==> config.mk <==
export PLATFORM = sky130hd
export DESIGN_NAME = sram_arbiter_flat
export DESIGN_NICKNAME = d
export VERILOG_FILES = /design/src/rtl/sram_arbiter_if.sv /design/src/rtl/sram_arbiter.sv /design/src/flat_wrapper.sv
export SDC_FILE = /design/constraint.sdc
export NUM_CORES = 1
export LEC_CHECK = 0
export ABC_AREA = 1
export ABC_CLOCK_PERIOD_IN_PS = 1800
export BUFFER_PORTS_ARGS = -buffer_cell sky130_fd_sc_hd__buf_4
export CORE_AREA = 2 2 210 212
export CTS_CLUSTER_SIZE = 30
export DETAILED_ROUTE_END_ITERATION = 7
export DIE_AREA = 0 0 212 214
export SLEW_MARGIN = 25
export SYNTH_ARGS = -nofsm -noshare
export SYNTH_HDL_FRONTEND = slang
export SYNTH_SLANG_ARGS = --single-unit
==> constraint.sdc <==
create_clock -name clk -period 1.8 [get_ports clk]
set_input_delay 0.18 -clock clk [delete_from_list [all_inputs] [get_ports clk]]
set_output_delay 0.18 -clock clk [all_outputs]
set_load 0.01 [all_outputs]
==> src/rtl/sram_arbiter_if.sv <==
// Bundle of the fetch, load/store and memory-side signals around sram_arbiter.
// The arbiter takes the slave view; the surrounding core/memory take the master view.
interface sram_arbiter_if;
  logic        flush;

  logic        if_req;
  logic [63:0] if_addr;
  logic        if_gnt;
  logic        if_rvalid;
  logic [63:0] if_rdata;

  logic        ls_req;
  logic        ls_we;
  logic [7:0]  ls_wstrb;
  logic [63:0] ls_addr;
  logic [63:0] ls_wdata;
  logic        ls_gnt;
  logic        ls_rvalid;
  logic [63:0] ls_rdata;

  logic        mem_req;
  logic        mem_we;
  logic [7:0]  mem_wstrb;
  logic [63:0] mem_addr;
  logic [63:0] mem_wdata;
  logic        mem_gnt;
  logic        mem_rvalid;
  logic [63:0] mem_rdata;

  logic        stallreq_if;
  logic        stallreq_ls;

  modport slave (
    input  flush,
    input  if_req, if_addr,
    output if_gnt, if_rvalid, if_rdata,
    input  ls_req, ls_we, ls_wstrb, ls_addr, ls_wdata,
    output ls_gnt, ls_rvalid, ls_rdata,
    output mem_req, mem_we, mem_wstrb, mem_addr, mem_wdata,
    input  mem_gnt, mem_rvalid, mem_rdata,
    output stallreq_if, stallreq_ls
  );

  modport master (
    output flush,
    output if_req, if_addr,
    input  if_gnt, if_rvalid, if_rdata,
    output ls_req, ls_we, ls_wstrb, ls_addr, ls_wdata,
    input  ls_gnt, ls_rvalid, ls_rdata,
    input  mem_req, mem_we, mem_wstrb, mem_addr, mem_wdata,
    output mem_gnt, mem_rvalid, mem_rdata,
    output stallreq_if, stallreq_ls
  );
endinterface

==> src/rtl/sram_arbiter.sv <==
// Two-port (fetch, load/store) arbiter onto a single SRAM port, one transaction in flight.
// LS has priority; IF is forced through after STARVE_MAX consecutive losses.
module sram_arbiter #(
  parameter int unsigned STARVE_MAX = 4
) (
  input logic           clk,
  input logic           rst_n,
  sram_arbiter_if.slave bus
);

  localparam logic [3:0] StarveMax = 4'(STARVE_MAX);

  typedef enum logic [1:0] {StIdle, StReq, StResp} state_e;

  state_e      state_q;
  logic        owner_ls_q;
  logic        kill_q;
  logic [3:0]  wait_cnt_q;
  logic [63:0] addr_q;
  logic [63:0] wdata_q;
  logic [7:0]  wstrb_q;
  logic        we_q;

  logic idle, if_win, ls_win, resp_valid, if_rv, ls_rv, req_phase;

  always_comb begin
    idle       = (state_q == StIdle);
    req_phase  = (state_q == StReq);
    // A flush in IDLE blocks the fetch grant but lets a pending LS through.
    if_win     = idle & bus.if_req & ~bus.flush & (~bus.ls_req | (wait_cnt_q == StarveMax));
    ls_win     = idle & bus.ls_req & ~if_win;
    resp_valid = bus.mem_rvalid & (state_q == StResp);
    if_rv      = resp_valid & ~owner_ls_q & ~kill_q;
    ls_rv      = resp_valid & owner_ls_q;
  end

  always_ff @(posedge clk or negedge rst_n) begin
    if (!rst_n) begin
      state_q    <= StIdle;
      owner_ls_q <= 1'b0;
      kill_q     <= 1'b0;
      wait_cnt_q <= 4'd0;
      addr_q     <= 64'd0;
      wdata_q    <= 64'd0;
      wstrb_q    <= 8'd0;
      we_q       <= 1'b0;
    end else begin
      unique case (state_q)
        StIdle: begin
          if (if_win) begin
            owner_ls_q <= 1'b0;
            addr_q     <= bus.if_addr;
            wdata_q    <= 64'd0;
            wstrb_q    <= 8'd0;
            we_q       <= 1'b0;
            wait_cnt_q <= 4'd0;
            state_q    <= StReq;
          end else if (ls_win) begin
            owner_ls_q <= 1'b1;
            addr_q     <= bus.ls_addr;
            wdata_q    <= bus.ls_wdata;
            wstrb_q    <= bus.ls_wstrb;
            we_q       <= bus.ls_we;
            if (bus.if_req && wait_cnt_q != StarveMax) wait_cnt_q <= wait_cnt_q + 4'd1;
            state_q    <= StReq;
          end
        end
        // A same-cycle rvalid here is ignored; the response is expected in StResp.
        StReq:   if (bus.mem_gnt) state_q <= StResp;
        StResp:  if (bus.mem_rvalid) state_q <= StIdle;
        default: state_q <= StIdle;
      endcase
      if (!idle && !owner_ls_q && bus.flush) kill_q <= 1'b1;
      if (resp_valid) kill_q <= 1'b0;
    end
  end

  // Every output is forced low while reset is asserted, including the combinational ones.
  always_comb begin
    bus.if_gnt      = rst_n & if_win;
    bus.ls_gnt      = rst_n & ls_win;
    bus.mem_req     = rst_n & req_phase;
    bus.mem_we      = rst_n & req_phase & we_q;
    bus.mem_wstrb   = (rst_n & req_phase) ? wstrb_q : 8'd0;
    bus.mem_addr    = (rst_n & req_phase) ? addr_q : 64'd0;
    bus.mem_wdata   = (rst_n & req_phase) ? wdata_q : 64'd0;
    bus.if_rvalid   = rst_n & if_rv;
    bus.ls_rvalid   = rst_n & ls_rv;
    bus.if_rdata    = (rst_n & ~owner_ls_q) ? bus.mem_rdata : 64'd0;
    bus.ls_rdata    = (rst_n & owner_ls_q) ? bus.mem_rdata : 64'd0;
    bus.stallreq_if = rst_n & ~kill_q &
                      ((bus.if_req & ~if_win) | (~owner_ls_q & ~idle & ~if_rv));
    bus.stallreq_ls = rst_n & ((bus.ls_req & ~ls_win) | (owner_ls_q & ~idle & ~ls_rv));
  end

endmodule
==> src/flat_wrapper.sv <==
// flat-port wrapper written by rule: the top's interface ports become plain ports
module sram_arbiter_flat 
#(
  parameter int unsigned STARVE_MAX = 4
)
  (clk, rst_n, bus_flush, bus_if_req, bus_if_addr, bus_if_gnt, bus_if_rvalid, bus_if_rdata, bus_ls_req, bus_ls_we, bus_ls_wstrb, bus_ls_addr, bus_ls_wdata, bus_ls_gnt, bus_ls_rvalid, bus_ls_rdata, bus_mem_req, bus_mem_we, bus_mem_wstrb, bus_mem_addr, bus_mem_wdata, bus_mem_gnt, bus_mem_rvalid, bus_mem_rdata, bus_stallreq_if, bus_stallreq_ls);
  sram_arbiter_if bus_i ();
  input logic clk;
  input logic rst_n;
  input wire logic [$bits(bus_i.flush)-1:0] bus_flush;
  input wire logic [$bits(bus_i.if_req)-1:0] bus_if_req;
  input wire logic [$bits(bus_i.if_addr)-1:0] bus_if_addr;
  output wire logic [$bits(bus_i.if_gnt)-1:0] bus_if_gnt;
  output wire logic [$bits(bus_i.if_rvalid)-1:0] bus_if_rvalid;
  output wire logic [$bits(bus_i.if_rdata)-1:0] bus_if_rdata;
  input wire logic [$bits(bus_i.ls_req)-1:0] bus_ls_req;
  input wire logic [$bits(bus_i.ls_we)-1:0] bus_ls_we;
  input wire logic [$bits(bus_i.ls_wstrb)-1:0] bus_ls_wstrb;
  input wire logic [$bits(bus_i.ls_addr)-1:0] bus_ls_addr;
  input wire logic [$bits(bus_i.ls_wdata)-1:0] bus_ls_wdata;
  output wire logic [$bits(bus_i.ls_gnt)-1:0] bus_ls_gnt;
  output wire logic [$bits(bus_i.ls_rvalid)-1:0] bus_ls_rvalid;
  output wire logic [$bits(bus_i.ls_rdata)-1:0] bus_ls_rdata;
  output wire logic [$bits(bus_i.mem_req)-1:0] bus_mem_req;
  output wire logic [$bits(bus_i.mem_we)-1:0] bus_mem_we;
  output wire logic [$bits(bus_i.mem_wstrb)-1:0] bus_mem_wstrb;
  output wire logic [$bits(bus_i.mem_addr)-1:0] bus_mem_addr;
  output wire logic [$bits(bus_i.mem_wdata)-1:0] bus_mem_wdata;
  input wire logic [$bits(bus_i.mem_gnt)-1:0] bus_mem_gnt;
  input wire logic [$bits(bus_i.mem_rvalid)-1:0] bus_mem_rvalid;
  input wire logic [$bits(bus_i.mem_rdata)-1:0] bus_mem_rdata;
  output wire logic [$bits(bus_i.stallreq_if)-1:0] bus_stallreq_if;
  output wire logic [$bits(bus_i.stallreq_ls)-1:0] bus_stallreq_ls;
  assign bus_i.flush = bus_flush;
  assign bus_i.if_req = bus_if_req;
  assign bus_i.if_addr = bus_if_addr;
  assign bus_if_gnt = bus_i.if_gnt;
  assign bus_if_rvalid = bus_i.if_rvalid;
  assign bus_if_rdata = bus_i.if_rdata;
  assign bus_i.ls_req = bus_ls_req;
  assign bus_i.ls_we = bus_ls_we;
  assign bus_i.ls_wstrb = bus_ls_wstrb;
  assign bus_i.ls_addr = bus_ls_addr;
  assign bus_i.ls_wdata = bus_ls_wdata;
  assign bus_ls_gnt = bus_i.ls_gnt;
  assign bus_ls_rvalid = bus_i.ls_rvalid;
  assign bus_ls_rdata = bus_i.ls_rdata;
  assign bus_mem_req = bus_i.mem_req;
  assign bus_mem_we = bus_i.mem_we;
  assign bus_mem_wstrb = bus_i.mem_wstrb;
  assign bus_mem_addr = bus_i.mem_addr;
  assign bus_mem_wdata = bus_i.mem_wdata;
  assign bus_i.mem_gnt = bus_mem_gnt;
  assign bus_i.mem_rvalid = bus_mem_rvalid;
  assign bus_i.mem_rdata = bus_mem_rdata;
  assign bus_stallreq_if = bus_i.stallreq_if;
  assign bus_stallreq_ls = bus_i.stallreq_ls;
  sram_arbiter #(.STARVE_MAX(STARVE_MAX)) u_core (.clk(clk), .rst_n(rst_n), .bus(bus_i));
endmodule
==> results.txt <==
Synthesis produced a netlist with a net count of 1567. dfrtp_1 takes more of the synthesized area than any other cell. Summed over all layers, the routed wires come to 41460 um. The first-pass GRT wire length was 60930 um; the initial DRC count was 630. The TritonCTS buffer count was 17. The logic depth of the worst setup path including buffers came out at 9.

Setup repair after global routing could not meet its margin everywhere. After clock tree synthesis, the clock-pin slew on the worst setup and hold paths is 0.07 ns. The cell depth of the worst hold path is 5, and the global route total overflow is 0.

The worst-case headroom to the max-slew limit was 0.7090. In this run, synthesis produced a sequential element count of 145. The floorplan step defined a die boundary enclosing 0.04537 sq mm. The average footprint of a synthesized cell works out to 6.698 sq um. The logs give 2552 for the count of non-filler cells in the finished layout and 11030 for the via count of the first global-routing pass. For this design, the sink count on the clock tree is 145. The worst setup path is captured at an output port. The floorplan step defined a core boundary enclosing 0.04289 sq mm.

Type of the tightest min-delay check: in2reg. The remaining number of nets flagged by the antenna check after routing is 0, and the area share of the leading cell type in the synthesized netlist is 0.4190. The reg2reg setup slack is -0.06 ns.

The later-pin clock latency in the skew report was 0.45 ns; the biggest fanout along the worst timing path was 8. In the synthesized netlist, the number of instances is 1293. The floorplan step set the die height to 214 um. The final setup slack of the worst path is -0.1870 ns. Entering global routing, the biggest net connects 76 pins.

The run finished, with violations left. The checks that failed: setup timing. In the layout the commonest cells are buf_4, nand2_1, inv_1.

For this run, the post-layout net count is 2222. The routability-driven placement congestion ratio is 0.8387, and the proportion of layout cells with a drive suffix above 1 is 0.3896. Dividing total power by cell area gives a power density of 1230 mW/mm^2. The post-route cell area was 0.01624 sq mm; the horizontal extent of the die was 212 um. The layout has 4358 filler cells.

The run gives 0 as the final max-slew violation count. The share of the clock period used by the worst path after layout is 1.104. Data arrival time of the critical path: 1.81 ns. Dividing the detail-routed wire length by the instance count gives 16.24 um. In this run the static leakage power is 8.723 nW. The worst setup path is of the reg2out kind. The register area share after synthesis came out at 0.4190.

Before antenna repair, the detailed router went through 6 iterations. Max-cap violations in this run came to 0. The I/O pin total is 544. The commonest register cell after synthesis is dfrtp_1. STA classifies the critical path startpoint as a flip-flop. The largest incremental delay on the critical path came out at 0.39 ns. The tools report the library cell used as clock root buffer as clkbuf_16. VDD sags by at most 0.0006354 V.

After legalization and detailed placement, the total HPWL measured 29420 um. In the post-synthesis netlist, the biggest area contributors are dfrtp_1, nand2_1, nor2_1. In this run, synthesis inferred 0 flip-flops with an integrated enable. Across the routed clock network, the largest skew measured is 0.01071 ns.

In the routed design, unresolved DRC markers number 0. Once placement finished, the instance area stood at 0.01332 sq mm. The routed via count divided by cell count is 4.203. Summing every instance area after synthesis gives 0.008661 sq mm. The netlist uses 25 different library cells. Setup total negative slack on the finished layout was measured at -16.66 ns. The most frequent standard cell in the layout excluding fill and tap cells was buf_4. Once placement completed, the tool counted placed cells totaling 2368.

For the pin with the worst max-slew slack, the measured transition is 0.4364 ns. From synthesis to final layout, the design area changed by 87.52%. Number of vias after detailed routing: 10730. Cell at the slowest stage of the critical path: dfrtp_1. The effective utilization at floorplan was 0.2019; the number of buffers on the longest clock path was 2.

Traced cell by cell, the critical path runs through inv_2 -> nand2_2 -> nor2_2 -> buf_6 -> inv_12 -> buf_16 -> buf_6 -> nor2_4 -> buf_4. The kind of cell adding the most delay to the critical path was buffers and inverters. Counting stages on the worst path, the most repeated cell is buf_6. In this run the tool buffered the top-level ports with 543 buffer cells. The final critical-path required period is 1.987 ns. The logs give 150 for the total setup violations reported at the end of the flow and 0 for the number of endpoints with negative hold slack in the final report. In this run the core area contains 76 standard-cell rows.

The required time of the worst setup path was 1.62 ns; the fraction of synthesis flops using an asynchronous set or reset pin was 1.000. The H-tree generated during clock tree synthesis spans 4 levels. The overall fraction of global-route tracks in use came out at 0.1767. TritonCTS built the clock tree.

Worst reg-to-reg path cell count: 10. The number of buffers and inverters on the critical path was 6. The logs give 8 for the number of antenna violations at the first check in global routing and 503.3 MHz for the maximum clock frequency.

During synthesis, Yosys emitted a total of 0 warnings.
-- layout make-up --
| class | count | area (sq um) | share of cell area |
|---|---|---|---|
| multi-input cells | 850 | 4205 | 0.2589 |
| clock inverters | 14 | 155.1 | 0.009553 |
| diodes | 6 | 15.01 | 0.0009245 |
| repair buffers | 723 | 6259 | 0.3854 |
| clock buffers | 18 | 439.2 | 0.02704 |
| flip-flops and latches | 145 | 3628 | 0.2234 |
| inverters | 211 | 807.0 | 0.04969 |
| well taps | 585 | 732.0 | 0.04507 |
-- final timing paths --
kind                                                        from                             end
worst min-delay path                             bus_ls_addr[20]   u_core.addr_q[20]$_DFFE_PN0P_
min in group asynchronous                                  rst_n       u_core.kill_q$_DFFE_PN0P_
worst max-delay path               u_core.state_q[1]$_DFFE_PN0P_               bus_mem_wdata[59]
worst max register to register  u_core.wait_cnt_q[1]$_DFFE_PN0P_  u_core.wdata_q[25]$_DFFE_PN0P_
max in group asynchronous                                  rst_n  u_core.wdata_q[42]$_DFFE_PN0P_
worst min register to register     u_core.addr_q[51]$_DFFE_PN0P_   u_core.addr_q[51]$_DFFE_PN0P_
-- cells in the mapped netlist, types with 2 or more instances --
| cell type | count |
|---|---|
| buf_4 | 14 |
| nand2_1 | 339 |
| inv_2 | 2 |
| buf_2 | 37 |
| inv_1 | 209 |
| nor2_1 | 269 |
| dfrtp_1 | 145 |
| buf_6 | 22 |
| clkbuf_1 | 14 |
| a21oi_1 | 2 |
| nand2_4 | 2 |
| ha_1 | 2 |
| nand3_2 | 20 |
| o21ai_0 | 34 |
| nand3_1 | 125 |
| o21ai_1 | 46 |
| nand2_2 | 3 |
-- worst reg2reg max path, delay by kind of cell (launching register included) --
kind / cells / cell delay [ns]
buffers and inverters: 4 / 0.70
AND/OR/NAND/NOR: 4 / 0.35
flip-flops: 1 / 0.39
adder cells (fa/ha/maj): 1 / 0.19
AO/OA/AOI/OAI: 1 / 0.12
-- stage by stage --
step	utilization	hold slack [ns]	power, W	worst slack [ns]
final	0.3787	0.02580	0.01997	-0.1870
after floorplan	-	-0.1156	0.01063	0.2783
after detailed placement	0.3107	0.1328	0.01424	0.005217
after CTS	0.3717	0.0001031	0.01960	-0.2445
after global placement	0.3107	0.1298	0.01412	0.05789
after global routing	0.3787	0.02596	0.02140	-0.3021
-- what timing repair did --
item,4_1_cts,5_1_grt
endpoints found under the setup margin,200,330
hold buffers,117,0
resized for setup,149,74
endpoints found under the hold margin,186,0
buffers inserted,17,7
gates cloned,7,0
pin swaps,10,7
-- power by group --
group | internal (W) | switching, W | total (W)
logic | 0.00456 | 0.00625 | 0.0108
registers | 0.00482 | 0.000668 | 0.00549
clock network | 0.00210 | 0.00157 | 0.00367
-- kinds of logic (layout without fill, tap and decap cells) --
logic type,Yosys count,count (layout),synth area share
AND/OR/NAND/NOR,763,764,0.3677
buffers and inverters,299,966,0.1612
flip-flops,145,145,0.4190
AO/OA/AOI/OAI,83,83,0.04825
adder cells (fa/ha/maj),2,2,0.002889
XOR/XNOR,1,1,0.001011
other,0,6,0
-- registers in the layout, summed over array words and instances, names as in the netlist --
name,flops
u_core.addr_q,64
u_core.wdata_q,64
u_core.wstrb_q,8
u_core.wait_cnt_q,4
u_core.state_q,2
u_core.kill_q,1
u_core.owner_ls_q,1
u_core.we_q,1
-- routing by layer --
metal  global-route usage  wire, um
met5                    0        13
met4               0.1106      2067
met3              0.03709      2278
met2               0.3177     21510
met1               0.1865     15590
(Power assumes the default switching activity.)
